===== src/rtl/gpio_link_pkg.sv =====
// Shared definitions for the GPIO header byte link: pin map, FSM states,
// byte width and the even-parity helper.
`timescale 1ns/1ps
package gpio_link_pkg;

    localparam int BYTE_W        = 8;

    // Pin positions on the 40-pin header bus
    localparam int GPIO_DATA_LSB = 0;
    localparam int GPIO_PAR      = 8;
    localparam int GPIO_REQ      = 9;
    localparam int GPIO_ACK      = 10;

    // Number of header inputs that go through the synchronizers
    localparam int GPIO_SYNC_W   = GPIO_REQ + 1;

    typedef enum logic {
        IDLE = 1'b0,
        ACK  = 1'b1
    } rx_state_t;

    // Even parity over data and parity bit: XOR of all nine bits must be 0
    function automatic logic parity_good(input logic [BYTE_W-1:0] data, input logic par);
        return ~(^{data, par});
    endfunction

endpackage


===== src/rtl/sync_fifo.sv =====
// Small show-ahead FIFO. The head entry is held in a register so the
// consumer sees the oldest byte without a read request; the storage array
// has no reset and is only read through that register.
`timescale 1ns/1ps
module sync_fifo #(
    parameter int WIDTH = 8,
    parameter int DEPTH = 4
) (
    input  logic             clk,
    input  logic             srst,
    input  logic             push,
    input  logic [WIDTH-1:0] push_data,
    input  logic             pop,
    output logic [WIDTH-1:0] pop_data,
    output logic             valid,
    output logic             full
);

    localparam int AW = $clog2(DEPTH);
    localparam logic [AW:0] CNT_ONE  = (AW+1)'(1);
    localparam logic [AW:0] CNT_FULL = (AW+1)'(DEPTH);

    logic [WIDTH-1:0] mem [DEPTH];
    logic [AW-1:0]    wr_ptr_reg;
    logic [AW-1:0]    rd_ptr_reg;
    logic [AW:0]      count_reg;
    logic [AW:0]      count_next;
    logic [WIDTH-1:0] head_reg;
    logic             valid_reg;
    logic             full_reg;
    logic             do_push;
    logic             do_pop;
    logic [AW-1:0]    rd_ptr_inc;

    // A pop on an empty FIFO is ignored; a push into a full FIFO is only
    // honoured when a pop frees a slot in the same cycle.
    assign do_pop     = pop && valid_reg;
    assign do_push    = push && (!full_reg || do_pop);
    assign rd_ptr_inc = rd_ptr_reg + 1'b1;

    // Occupancy after this cycle's push/pop
    always_comb begin
        count_next = count_reg;
        if (do_push && !do_pop) begin
            count_next = count_reg + 1'b1;
        end else if (!do_push && do_pop) begin
            count_next = count_reg - 1'b1;
        end
    end

    // Storage array write port (no reset, maps onto block RAM)
    always_ff @(posedge clk) begin
        if (do_push) begin
            mem[wr_ptr_reg] <= push_data;
        end
    end

    // Pointers, occupancy and registered status flags
    always_ff @(posedge clk) begin
        if (srst) begin
            wr_ptr_reg <= '0;
            rd_ptr_reg <= '0;
            count_reg  <= '0;
            valid_reg  <= 1'b0;
            full_reg   <= 1'b0;
        end else begin
            if (do_push) begin
                wr_ptr_reg <= wr_ptr_reg + 1'b1;
            end
            if (do_pop) begin
                rd_ptr_reg <= rd_ptr_inc;
            end
            count_reg <= count_next;
            valid_reg <= (count_next != '0);
            full_reg  <= (count_next == CNT_FULL);
        end
    end

    // Head register: loads the incoming byte when it becomes the head,
    // otherwise the next stored entry after a pop; stale when drained.
    always_ff @(posedge clk) begin
        if (srst) begin
            head_reg <= '0;
        end else if (do_push && ((count_reg == '0) || (do_pop && count_reg == CNT_ONE))) begin
            head_reg <= push_data;
        end else if (do_pop && (count_reg > CNT_ONE)) begin
            head_reg <= mem[rd_ptr_inc];
        end
    end

    assign pop_data = head_reg;
    assign valid    = valid_reg;
    assign full     = full_reg;

endmodule


===== src/rtl/gpio_handshake_rx.sv =====
// Receive side of the GPIO header byte link: synchronizes the header pins,
// runs the 4-phase REQ/ACK handshake, checks even parity, counts bytes and
// queues them for the display logic.
`timescale 1ns/1ps
module gpio_handshake_rx
    import gpio_link_pkg::*;
#(
    parameter int DEPTH       = 4,
    parameter int SYNC_STAGES = 2
) (
    input  logic              CLOCK_50,
    input  logic              Reset,
    input  logic [31:0]       gpio_in,
    output logic              gpio_ack,
    output logic [BYTE_W-1:0] rx_data,
    output logic              rx_valid,
    input  logic              rx_ready,
    output logic              parity_err,
    output logic [15:0]       byte_count
);

    logic [GPIO_SYNC_W-1:0] sync_last;
    logic                   req_s;
    logic                   par_s;
    logic [BYTE_W-1:0]      data_s;

    rx_state_t              state_reg;
    logic                   ack_reg;
    logic                   perr_reg;
    logic [15:0]            byte_count_reg;
    logic                   fifo_full;
    logic                   push;
    logic                   unused_pins;

    // Header pins above REQ carry nothing for this receiver
    assign unused_pins = ^gpio_in[31:GPIO_SYNC_W];

    // Synchronizer chain, one register bank per stage
    genvar gi;
    for (gi = 0; gi < SYNC_STAGES; gi++) begin : g_sync
        logic [GPIO_SYNC_W-1:0] stage_reg;
        if (gi == 0) begin : g_head
            // First stage samples the asynchronous pins
            always_ff @(posedge CLOCK_50) begin
                if (Reset) begin
                    stage_reg <= '0;
                end else begin
                    stage_reg <= gpio_in[GPIO_SYNC_W-1:0];
                end
            end
        end else begin : g_tail
            // Later stages shift the previous stage along
            always_ff @(posedge CLOCK_50) begin
                if (Reset) begin
                    stage_reg <= '0;
                end else begin
                    stage_reg <= g_sync[gi-1].stage_reg;
                end
            end
        end
    end

    assign sync_last = g_sync[SYNC_STAGES-1].stage_reg;
    assign req_s     = sync_last[GPIO_REQ];
    assign par_s     = sync_last[GPIO_PAR];
    assign data_s    = sync_last[GPIO_DATA_LSB +: BYTE_W];

    // Capture uses the registered full flag, so a capture that coincides
    // with a pop on a full FIFO simply slips by one cycle.
    assign push = (state_reg == IDLE) && req_s && !fifo_full;

    // Handshake FSM with parity flag and byte counter
    always_ff @(posedge CLOCK_50) begin
        if (Reset) begin
            state_reg      <= IDLE;
            ack_reg        <= 1'b0;
            perr_reg       <= 1'b0;
            byte_count_reg <= '0;
        end else begin
            case (state_reg)
                IDLE: begin
                    if (push) begin
                        state_reg      <= ACK;
                        ack_reg        <= 1'b1;
                        byte_count_reg <= byte_count_reg + 1'b1;
                        if (!parity_good(data_s, par_s)) begin
                            perr_reg <= 1'b1;
                        end
                    end
                end
                ACK: begin
                    // Hold until REQ returns low so a byte is never taken twice
                    if (!req_s) begin
                        state_reg <= IDLE;
                        ack_reg   <= 1'b0;
                    end
                end
                default: begin
                    state_reg <= IDLE;
                    ack_reg   <= 1'b0;
                end
            endcase
        end
    end

    sync_fifo #(
        .WIDTH (BYTE_W),
        .DEPTH (DEPTH)
    ) u_fifo (
        .clk       (CLOCK_50),
        .srst      (Reset),
        .push      (push),
        .push_data (data_s),
        .pop       (rx_ready),
        .pop_data  (rx_data),
        .valid     (rx_valid),
        .full      (fifo_full)
    );

    assign gpio_ack   = ack_reg;
    assign parity_err = perr_reg;
    assign byte_count = byte_count_reg;

endmodule

===== config.mk =====
export PLATFORM = sky130hd
export DESIGN_NAME = gpio_handshake_rx
export DESIGN_NICKNAME = d
export VERILOG_FILES = /design/src/rtl/gpio_link_pkg.sv /design/src/rtl/sync_fifo.sv /design/src/rtl/gpio_handshake_rx.sv
export SDC_FILE = /design/constraint.sdc
export NUM_CORES = 1
export LEC_CHECK = 0
export BUFFER_PORTS_ARGS = -buffer_cell sky130_fd_sc_hd__buf_4
export CAP_MARGIN = 15
export CORE_AREA = 2 2 79 111
export CTS_CLUSTER_SIZE = 16
export DETAILED_ROUTE_END_ITERATION = 16
export DIE_AREA = 0 0 81 113
export RECOVER_POWER = 50
export SLEW_MARGIN = 30
export SYNTH_ARGS = -nofsm -noshare
export SYNTH_HDL_FRONTEND = slang
export SYNTH_SLANG_ARGS = --single-unit

===== constraint.sdc =====
create_clock -name CLOCK_50 -period 3 [get_ports CLOCK_50]
set_input_delay 0.45 -clock CLOCK_50 [delete_from_list [all_inputs] [get_ports CLOCK_50]]
set_output_delay 0.45 -clock CLOCK_50 [all_outputs]
set_load 0.01 [all_outputs]

==> metrics.md <==
| Metric | Value |
|---|---|
| Post-Place Worst Slack | 1.08 ns |
| Setup CP Type | reg -> reg |
| Number of DRC markers in iteration 0 | 176 |
| Count of hold buffers inserted by post-cts repair | 0 |
| Cell Area, Placed | 3950 µm² |
| Final Worst Setup Slack | 0.936 ns |
| Vias | 2,249 |
| Leakage dissipation | 0.00153 µW |
| Insertion delay to the later sink of the worst-skew pair | 0.34 ns |
| Critical path required time | 3.22 ns |
| Overall global routing resource usage | 16.0% |
| Drt via density | 5.15 |
| Overall power consumption | 2980 µW |
| Hold Crit Class | in -> reg |
| Horiz. Die Dim | 81 µm |
| Worst Skew | 0.00521 ns |
| CTS H-tree lvls | 3 |
| Sequential share of the synthesized area | 58.4% |
| Number of buffers between clock root and the deepest sink | 2 |
| Core area | 8100 µm² |
| Critical Path Sink Type | flop |
| Total nets after synthesis | 334 |
| Crit path arrival time | 2.29 ns |
| Most common cell after layout, fill and taps aside | sky130_fd_sc_hd__dfxtp_1 |
| Congestion Overflow GR | 0 |
| Top-level port count | 62 |
| Most instantiated flip-flop cell in the synthesis netlist | sky130_fd_sc_hd__dfxtp_1 |
| Normalized max-slew margin | 59.3% |
| Synth warn | 0 |
| Placer's final routability congestion estimate | 0.758 |
| Part of the cycle the worst path needs | 68.8% |
| Final critical delay including setup and external delays | 2.06 ns |
| Post-synthesis cell area | 3560 µm² |
| Minimum hold slack | 0.321 ns |
| Post-Route Setup TNS | 0 ns |
| Number of endpoints with negative hold slack in the final report | 0 |
| Number of antenna-violating nets in the routed design | 0 |
| Final slew viol count | 0 |
| Wire length of the first global-routing pass | 11,000 µm |
| Fraction of synthesis flops using an asynchronous set or reset pin | 0% |
| Startpoint Class | flop |
| Sequence of cells on the critical path | or3b_1 -> nor3_4 -> mux2i_1 -> a21oi_2 |
| Critical path fanouts, max | 12 |
| Average cell area after synthesis | 12.3 µm² |
| Final number of setup-violating endpoints | 0 |
| Mapped Cells | 290 |
| Cell area after layout | 4240 µm² |
| Relative area change from synthesis to final layout | 19.0% |
| Diodes inserted | 0 |
| Wire per inst | 14.9 µm |
| Die Footprint | 9150 µm² |
| Placement Rows | 39 |
| Number of max-cap violations | 0 |
| Worst path max stage delay | 0.62 ns |
| Number of antenna violations at the first check in global routing | 0 |
| EDFF count, synth | 32 |
| Number of synthesized register bits | 88 |
| Post-CTS sizing | 0 |
| Number of nets in the layout | 374 |
| Clock input transition at the sequential cells of the worst setup and hold paths | 0.06 ns |
| Master cell of the clock root buffer | sky130_fd_sc_hd__clkbuf_16 |
| Power per standard cell area | 703 nW/µm² |
| Transition time of the tightest slew-check pin | 0.609 ns |
| Number of clock sinks seen by CTS | 88 |
| Via count of the first global-routing pass | 2,191 |
| Count of buffers inserted at the top-level ports | 39 |
| Starting utilization of the core area | 44.0% |
| Fraction of final layout cells with drive strength greater than 1 | 18.5% |
| Post-DP HPWL | 4380 µm |
| Peak clock frequency supported by timing | 484 MHz |
| Number of iterations in the first detailed-routing pass | 4 |
| Largest register FFs | 32 |
| Buffer count from post-CTS setup fixing | 0 |
| Clock tree from TritonCTS | done |
| Register-to-register path setup slack | 0.94 ns |
| Number of clock buffers inserted by TritonCTS | 9 |
| Pin count of the biggest net entering global routing | 50 |
| Setup repair after global routing missed its margin | no |
| Die span in y | 113 µm |
| Commonest cells after routing, fill and taps aside | sky130_fd_sc_hd__dfxtp_1 (56), sky130_fd_sc_hd__edfxtp_1 (32), sky130_fd_sc_hd__buf_4 (28), sky130_fd_sc_hd__nor2b_1 (20) |
| Peak VDD IR | 0.399 mV |
| Result of the run | complete, no violations |
| Synth cell types | 46 |
| Critical-path top delay cell | sky130_fd_sc_hd__or3b_1 |
| Final routed DRC violation total | 0 |
| Routed wire length | 6520 µm |
| Fillers | 753 |
## worst max-delay path, delay by kind of cell (launching register included)
kind               cells  cell delay, ns
and+or+nand+nor        2            1.16
DFF                    1            0.40
muxes                  1            0.32
AOI/OAI and AO/OA      1            0.08
## cell usage after synthesis (all sizes together), types with 2 or more instances
library cell | number | area share, %
nor2b | 20 | 3.5
dfxtp | 56 | 31
or3 | 5 | 0.88
and4 | 2 | 0.49
a21oi | 19 | 3.5
mux2i | 8 | 2.2
xnor2 | 8 | 2.0
nand2 | 9 | 0.95
nand3 | 10 | 1.4
clkbuf | 9 | 0.95
nor2 | 15 | 1.6
xor2 | 11 | 2.7
a211oi | 3 | 0.63
buf | 5 | 0.77
o21ai | 7 | 0.98
nor3 | 3 | 0.74
nand4 | 8 | 1.4
ha | 9 | 3.2
mux4 | 8 | 5.1
o31ai | 7 | 1.5
edfxtp | 32 | 27
inv | 8 | 0.84
a31oi | 2 | 0.35
and3 | 2 | 0.35
and2 | 7 | 1.2
## kinds of logic (layout without fill, tap and decap cells)
kind of cell	after synthesis	in the layout	share of synthesized area [%]
mux	16	16	7.30
xor+xnor	20	20	5.30
simple gates	89	89	14.5
buf+inv	23	68	2.67
flops	88	88	58.4
fa+ha+maj	9	9	3.16
compound gates	45	45	8.67
## layer usage
layer  vias to the layer above  part of all wire (%)  track usage [%]
met5                         -                     0                0
met4                         0                   1.9             6.78
met3                        11                   5.8             4.70
met2                        59                    49             25.1
met1                      1053                    43             20.4
li1                       1126                     -                -
## where the power goes
part	total, µW	internal, µW	switching, µW
Combinational	354	168	186
Clock	1250	803	443
Sequential	1380	1300	77.5
## area by class of cell
cell class	instances	area, µm²	share of cell area, %
Sequential cell	88	2080	49.1
Multi-Input combinational cell	179	1390	32.7
Timing Repair Buffer	43	270	6.37
Clock buffer	12	268	6.31
Tap cell	102	128	3.01
Clock inverter	4	73.8	1.74
Inverter	9	33.8	0.797
## metrics by stage
| step | instances | util, % |
|---|---|---|
| detailed placement | 421 | 48.8 |
| global route | 437 | 52.3 |
| finish | 437 | 52.3 |
| CTS | 437 | 53.0 |
| global placement | 421 | 48.8 |
| floorplan | 290 | - |
## worst paths after layout
check	startpoint	end	cells after the start
min reg2reg	g_sync[0].stage_reg[5]	g_sync[1].stage_reg[5]	1
max reg2reg	g_sync[1].stage_reg[9]	u_fifo.pop_data[7]	4
min	gpio_in[6]	g_sync[0].stage_reg[6]	2
max	g_sync[1].stage_reg[9]	u_fifo.pop_data[7]	4
Note: power is estimated with default switching activity, not from simulation.
